$ cat src/rtl/alu_share_arbiter.sv
// Round-robin sharing of one external combinational ALU among NREQ requesters, with a
// programmable operand settle time. Optional macro ALU_SHARE_ARBITER_LOCK_EN adds req_lock.
module alu_share_arbiter #(
    parameter int NREQ   = 2,
    parameter int SETTLE = 1
) (
    input  logic               clk,
    input  logic               rst_n,
    input  logic [NREQ-1:0]    req_valid,
    output logic [NREQ-1:0]    req_ready,
    input  logic [32*NREQ-1:0] req_a,
    input  logic [32*NREQ-1:0] req_b,
    input  logic [3*NREQ-1:0]  req_op,
    output logic [NREQ-1:0]    resp_valid,
    input  logic [NREQ-1:0]    resp_ready,
    output logic [31:0]        resp_z,
    output logic               resp_zero,
    output logic               resp_err,
    output logic [31:0]        alu_a,
    output logic [31:0]        alu_b,
    output logic [2:0]         alu_op,
    input  logic [31:0]        alu_z,
    input  logic               alu_zero,
`ifdef ALU_SHARE_ARBITER_LOCK_EN
    input  logic [NREQ-1:0]    req_lock,
`endif
    output logic               busy
);
    localparam int PW = (NREQ > 2) ? 2 : 1;

    typedef enum logic [1:0] {S_IDLE, S_EXEC, S_RESP} state_t;

    state_t            state_q;
    logic [PW-1:0]     ptr_q, ptr_d, win_q, grant_idx, scan_idx;
    logic              grant_vld;
    logic [2:0]        cnt_q;
    logic [31:0]       alu_a_q, alu_b_q, resp_z_q;
    logic [2:0]        alu_op_q;
    logic              resp_zero_q, resp_err_q;
    logic [NREQ-1:0]   resp_valid_q;
    logic [31:0]       acc_a, acc_b;
    logic [2:0]        acc_op;
`ifdef ALU_SHARE_ARBITER_LOCK_EN
    logic [2:0]        lock_cnt_q, lock_cnt_d;
`endif

    function automatic logic op_legal(input logic [2:0] op);
        case (op)
            3'b000, 3'b001, 3'b010, 3'b110, 3'b111: return 1'b1;
            default:                                return 1'b0;
        endcase
    endfunction

    // Scan from the pointer downwards in offset so the smallest offset is written last and wins.
    always_comb begin
        grant_vld = 1'b0;
        grant_idx = ptr_q;
        scan_idx  = '0;
        for (int k = NREQ - 1; k >= 0; k--) begin
            scan_idx = PW'((int'(ptr_q) + k) % NREQ);
            if (req_valid[scan_idx]) begin
                grant_vld = 1'b1;
                grant_idx = scan_idx;
            end
        end
    end

    always_comb begin
        acc_a  = req_a[31:0];
        acc_b  = req_b[31:0];
        acc_op = req_op[2:0];
        for (int i = 0; i < NREQ; i++) begin
            if (grant_idx == PW'(i)) begin
                acc_a  = req_a[i*32 +: 32];
                acc_b  = req_b[i*32 +: 32];
                acc_op = req_op[i*3 +: 3];
            end
        end
    end

    // Gated by rst_n so ready is low while reset is held, even with requests pending.
    always_comb begin
        req_ready = '0;
        if (rst_n && (state_q == S_IDLE) && grant_vld) req_ready[grant_idx] = 1'b1;
    end

    always_comb begin
        ptr_d = (int'(win_q) == NREQ - 1) ? '0 : win_q + 1'b1;
`ifdef ALU_SHARE_ARBITER_LOCK_EN
        lock_cnt_d = '0;
        if (req_lock[win_q] && (lock_cnt_q < 3'd4)) begin
            ptr_d      = win_q;
            lock_cnt_d = lock_cnt_q + 1'b1;
        end
`endif
    end

    always_ff @(posedge clk or negedge rst_n) begin
        if (!rst_n) begin
            state_q      <= S_IDLE;
            ptr_q        <= '0;
            win_q        <= '0;
            cnt_q        <= '0;
            alu_a_q      <= '0;
            alu_b_q      <= '0;
            alu_op_q     <= '0;
            resp_z_q     <= '0;
            resp_zero_q  <= 1'b0;
            resp_err_q   <= 1'b0;
            resp_valid_q <= '0;
`ifdef ALU_SHARE_ARBITER_LOCK_EN
            lock_cnt_q   <= '0;
`endif
        end else begin
            case (state_q)
                S_IDLE: begin
                    if (grant_vld) begin
                        alu_a_q  <= acc_a;
                        alu_b_q  <= acc_b;
                        alu_op_q <= acc_op;
                        win_q    <= grant_idx;
                        cnt_q    <= 3'(SETTLE - 1);
                        if (op_legal(acc_op)) begin
                            state_q <= S_EXEC;
                        end else begin
                            resp_z_q                <= '0;
                            resp_zero_q             <= 1'b0;
                            resp_err_q              <= 1'b1;
                            resp_valid_q[grant_idx] <= 1'b1;
                            state_q                 <= S_RESP;
                        end
                    end
                end
                S_EXEC: begin
                    if (cnt_q == 3'd0) begin
                        resp_z_q            <= alu_z;
                        resp_zero_q         <= alu_zero;
                        resp_err_q          <= 1'b0;
                        resp_valid_q[win_q] <= 1'b1;
                        state_q             <= S_RESP;
                    end else begin
                        cnt_q <= cnt_q - 1'b1;
                    end
                end
                S_RESP: begin
                    if (resp_ready[win_q]) begin
                        ptr_q        <= ptr_d;
                        resp_valid_q <= '0;
                        state_q      <= S_IDLE;
`ifdef ALU_SHARE_ARBITER_LOCK_EN
                        lock_cnt_q   <= lock_cnt_d;
`endif
                    end
                end
                default: state_q <= S_IDLE;
            endcase
        end
    end

    assign alu_a      = alu_a_q;
    assign alu_b      = alu_b_q;
    assign alu_op     = alu_op_q;
    assign resp_z     = resp_z_q;
    assign resp_zero  = resp_zero_q;
    assign resp_err   = resp_err_q;
    assign resp_valid = resp_valid_q;
    assign busy       = (state_q != S_IDLE);

endmodule

$ cat config.mk
export PLATFORM = sky130hd
export DESIGN_NAME = alu_share_arbiter
export DESIGN_NICKNAME = d
export VERILOG_FILES = /design/src/rtl/alu_share_arbiter.sv
export SDC_FILE = /design/constraint.sdc
export NUM_CORES = 1
export LEC_CHECK = 0
export ABC_CLOCK_PERIOD_IN_PS = 1600
export BUFFER_PORTS_ARGS = -buffer_cell sky130_fd_sc_hd__buf_2
export CAP_MARGIN = 20
export CELL_PAD_IN_SITES_DETAIL_PLACEMENT = 0
export CELL_PAD_IN_SITES_GLOBAL_PLACEMENT = 2
export CORE_MARGIN = 1.5
export CORE_UTILIZATION = 23
export CTS_CLUSTER_SIZE = 30
export DETAILED_ROUTE_END_ITERATION = 7
export PLACE_DENSITY_LB_ADDON = 0.1
export SYNTH_ARGS = -nofsm -noshare
export SYNTH_HDL_FRONTEND = slang
export SYNTH_SLANG_ARGS = --single-unit
$ cat constraint.sdc
create_clock -name clk -period 1.6 [get_ports clk]
set_clock_uncertainty 0.1 [all_clocks]
set_input_delay 0 -clock clk [delete_from_list [all_inputs] [get_ports clk]]
set_output_delay 0 -clock clk [all_outputs]
set_load 0.02 [all_outputs]
==> qor.csv <==
metric;value;unit
drt_iter0_drc;240;
leakage;4.83;nW
cts_tree;built;
crit_path_cell_trace;buf_4, buf_4, nor3_1, a211oi_4, buf_4, a211o_1;
fin_crit;1.67;ns
synth_warnings;0;
critPathMaxStageDelay;0.39;ns
finalMaxSlewViolations;0;
setup_slack;-0.0693;ns
tightestPinTransition;0.555;ns
final_cells;1261;
num_rows;54;
dpl_cell_area;7180;µm²
rr_worst_depth;6;
numClockSinks;110;
crit_required;1.74;ns
clock-root-buffer;clkbuf_16;
final_util;46.9;%
fin_tns_setup;-2.99;ns
gp_congestion;0.730;
violations;DRC, setup timing;
endpoint_kind;register;
antenna_found_initial;0;
worstPathArrival;1.81;ns
core_area;22000;µm²
fin_crit_sh;104;%
syn_area;5190;µm²
crit_family;buffers and inverters;
grt_pass1_wl;29.6;mm
avgViaCountPerCell;4.35;
crit_slowest_cell;dfrtp_1;
max-clock-path-buffers;2;
n_antenna_cell;0;
startpoint_type;register;
p_total;18.7;mW
cpMostUsedCell;buf_4;
hpwl;12.3;mm
status;finished with violations;
setup_viol;97;
path_depth;6;
clkLatencyLatePin;0.35;ns
gr-usage-all-layers;15.9;%
synth.distinct_cells;29;
synth_seq_cells;110;
path_class;register to register;
stdcell_area;10300;µm²
netlist_instances;477;
avgRoutedWirePerCell;16.2;µm
drt_pass1_iterations;6;
die_h;153;µm
path_clk_slew;0.07;ns
ys_seq_area_share;53.0;%
rsz0062_at_grt;yes;
hold_violations;0;
power_density;1820;nW/µm²
first_global_vias;5650;
critPathMaxFanout;3;
layout-area-overhead-vs-synth;98.2;%
fmax;0.599;GHz
vias;5483;
drtAntennaViolNets;0;
numCtsBuffers;9;
pin_count;279;
hold_path.class;input port to async pin;
nets;1151;
ir_drop;0.682;mV
dpl.cell_count;1040;
drive_above_1_share;50.3;%
max_slew_margin;62.9;%
timing.critical_path.buf_inv;3;
synth_nets;652;
cts.htree.levels;3;
design.die.area;23500;µm²
portBuffers;278;
grt_max_degree;71;
start_util;23.7;%
grt-ovfl-total;0;
wl;20.4;mm
drv_cap;0;
die_w;153;µm
route.detailed.drc;14;
avgSynthCellArea;10.9;µm²
[final timing paths]
kind | startpoint | end | slack [ns]
min reg2reg | alu_a[23]$_DFFE_PN0P_ | alu_a[23]$_DFFE_PN0P_ | 0.38
min in group clk | req_valid[1] | resp_valid[1]$_DFFE_PN0P_ | 0.13
min | rst_n | resp_z[29]$_DFFE_PN0P_ | 0.13
max in group asynchronous | rst_n | alu_b[18]$_DFFE_PN0P_ | 0.79
max reg2reg | state_q[0]$_DFFE_PN0P_ | state_q[1]$_DFFE_PN0P_ | -0.07
max | state_q[0]$_DFFE_PN0P_ | state_q[1]$_DFFE_PN0P_ | -0.07
[flip-flops by register name (all words and copies together), names as in the netlist]
name        count
resp_err        1
alu_b          32
ptr_q           1
cnt_q           3
resp_zero       1
state_q         2
resp_valid      2
alu_a          32
win_q           1
resp_z         32
alu_op          3
[what timing repair did]
action / 4_1_cts / 5_1_grt
pin swaps: 7 / 37
endpoints found under the hold margin: 211 / 0
cloned: 3 / 17
hold buffers: 170 / 0
endpoints found under the setup margin: 70 / 110
gates resized for setup: 39 / 107
setup buffers: 14 / 4
[Yosys cell counts (all sizes together)]
| library cell | n | area (µm²) |
|---|---|---|
| a211o | 2 | 17.5 |
| a31oi | 3 | 18.8 |
| nor3 | 3 | 15.0 |
| o21ai | 73 | 365 |
| nor2b | 3 | 18.8 |
| ha | 2 | 25.0 |
| buf | 30 | 190 |
| clkbuf | 6 | 22.5 |
| mux2i | 100 | 1000 |
| a21o | 1 | 7.51 |
| dfrtp | 110 | 2750 |
| a211oi | 1 | 7.51 |
| a21oi | 38 | 303 |
| inv | 3 | 11.3 |
| or3 | 1 | 6.26 |
| mux2 | 2 | 26.3 |
| o211ai | 2 | 15.0 |
| nand3 | 2 | 10.0 |
| nand2 | 81 | 304 |
| nor3b | 1 | 7.51 |
| or2 | 2 | 12.5 |
| nand2b | 3 | 18.8 |
| nor2 | 8 | 37.5 |
[cell type report]
class	count	area (µm²)
Timing Repair Buffer	522	4160
Tap cell	280	350
Fill cell	2030	11700
Clock buffer	11	253
Sequential cell	110	2750
Inverter	3	11.3
Multi-Input combinational cell	330	2710
Clock inverter	5	65.1
[power by group]
group	leakage, nW	internal, mW	switching [mW]
Sequential	1.37	4.08	0.787
Combinational	3.31	5.40	6.03
Clock	0.156	1.32	1.07
[metal layers]
layer	GRT usage (%)	part of all wire (%)
met1	18.3	40
met2	28.6	52
met3	4.25	6.3
met4	4.62	1.7
met5	0	0
[cells by family (layout without fill, tap and decap cells)]
logic type	Yosys count	count (layout)	synth area share (%)
AO/OA/AOI/OAI	120	120	14.1
adder cells (fa/ha/maj)	2	2	0.482
buffers and inverters	39	541	4.31
flip-flops	110	110	53.0
multiplexers	102	102	19.8
AND/OR/NAND/NOR	104	106	8.29
[through the flow]
stage	hold WS (ns)	setup slack (ns)
after floorplan	-0.396	-0.0745
after global placement	-0.00965	-0.0850
after detailed placement	-0.0181	-0.151
after CTS	0.128	-0.100
after global routing	0.148	-0.129
final	0.129	-0.0693
[cell usage in the layout (no fill, tap or decap), types with 4 or more instances in the layout]
master and n:
dfrtp_1 110, nor2_1 4, dlygate4sd3_1 170, buf_4 27, clkbuf_16 18, buf_2 275
mux2i_2 25, nand2_1 53, mux2i_4 14, buf_12 15, mux2i_1 61, or2_4 4
buf_6 21, o21ai_2 7, nand2_2 26, a21oi_2 30, a21oi_1 6, o21ai_1 63
[worst reg2reg max path: stages, from the launching register on]
cell and delay [ns]:
dfrtp_1 0.39, buf_4 0.14, buf_4 0.14, nor3_1 0.30, a211oi_4 0.08, buf_4 0.14, a211o_1 0.27
Power figures use the tool's default switching activity.
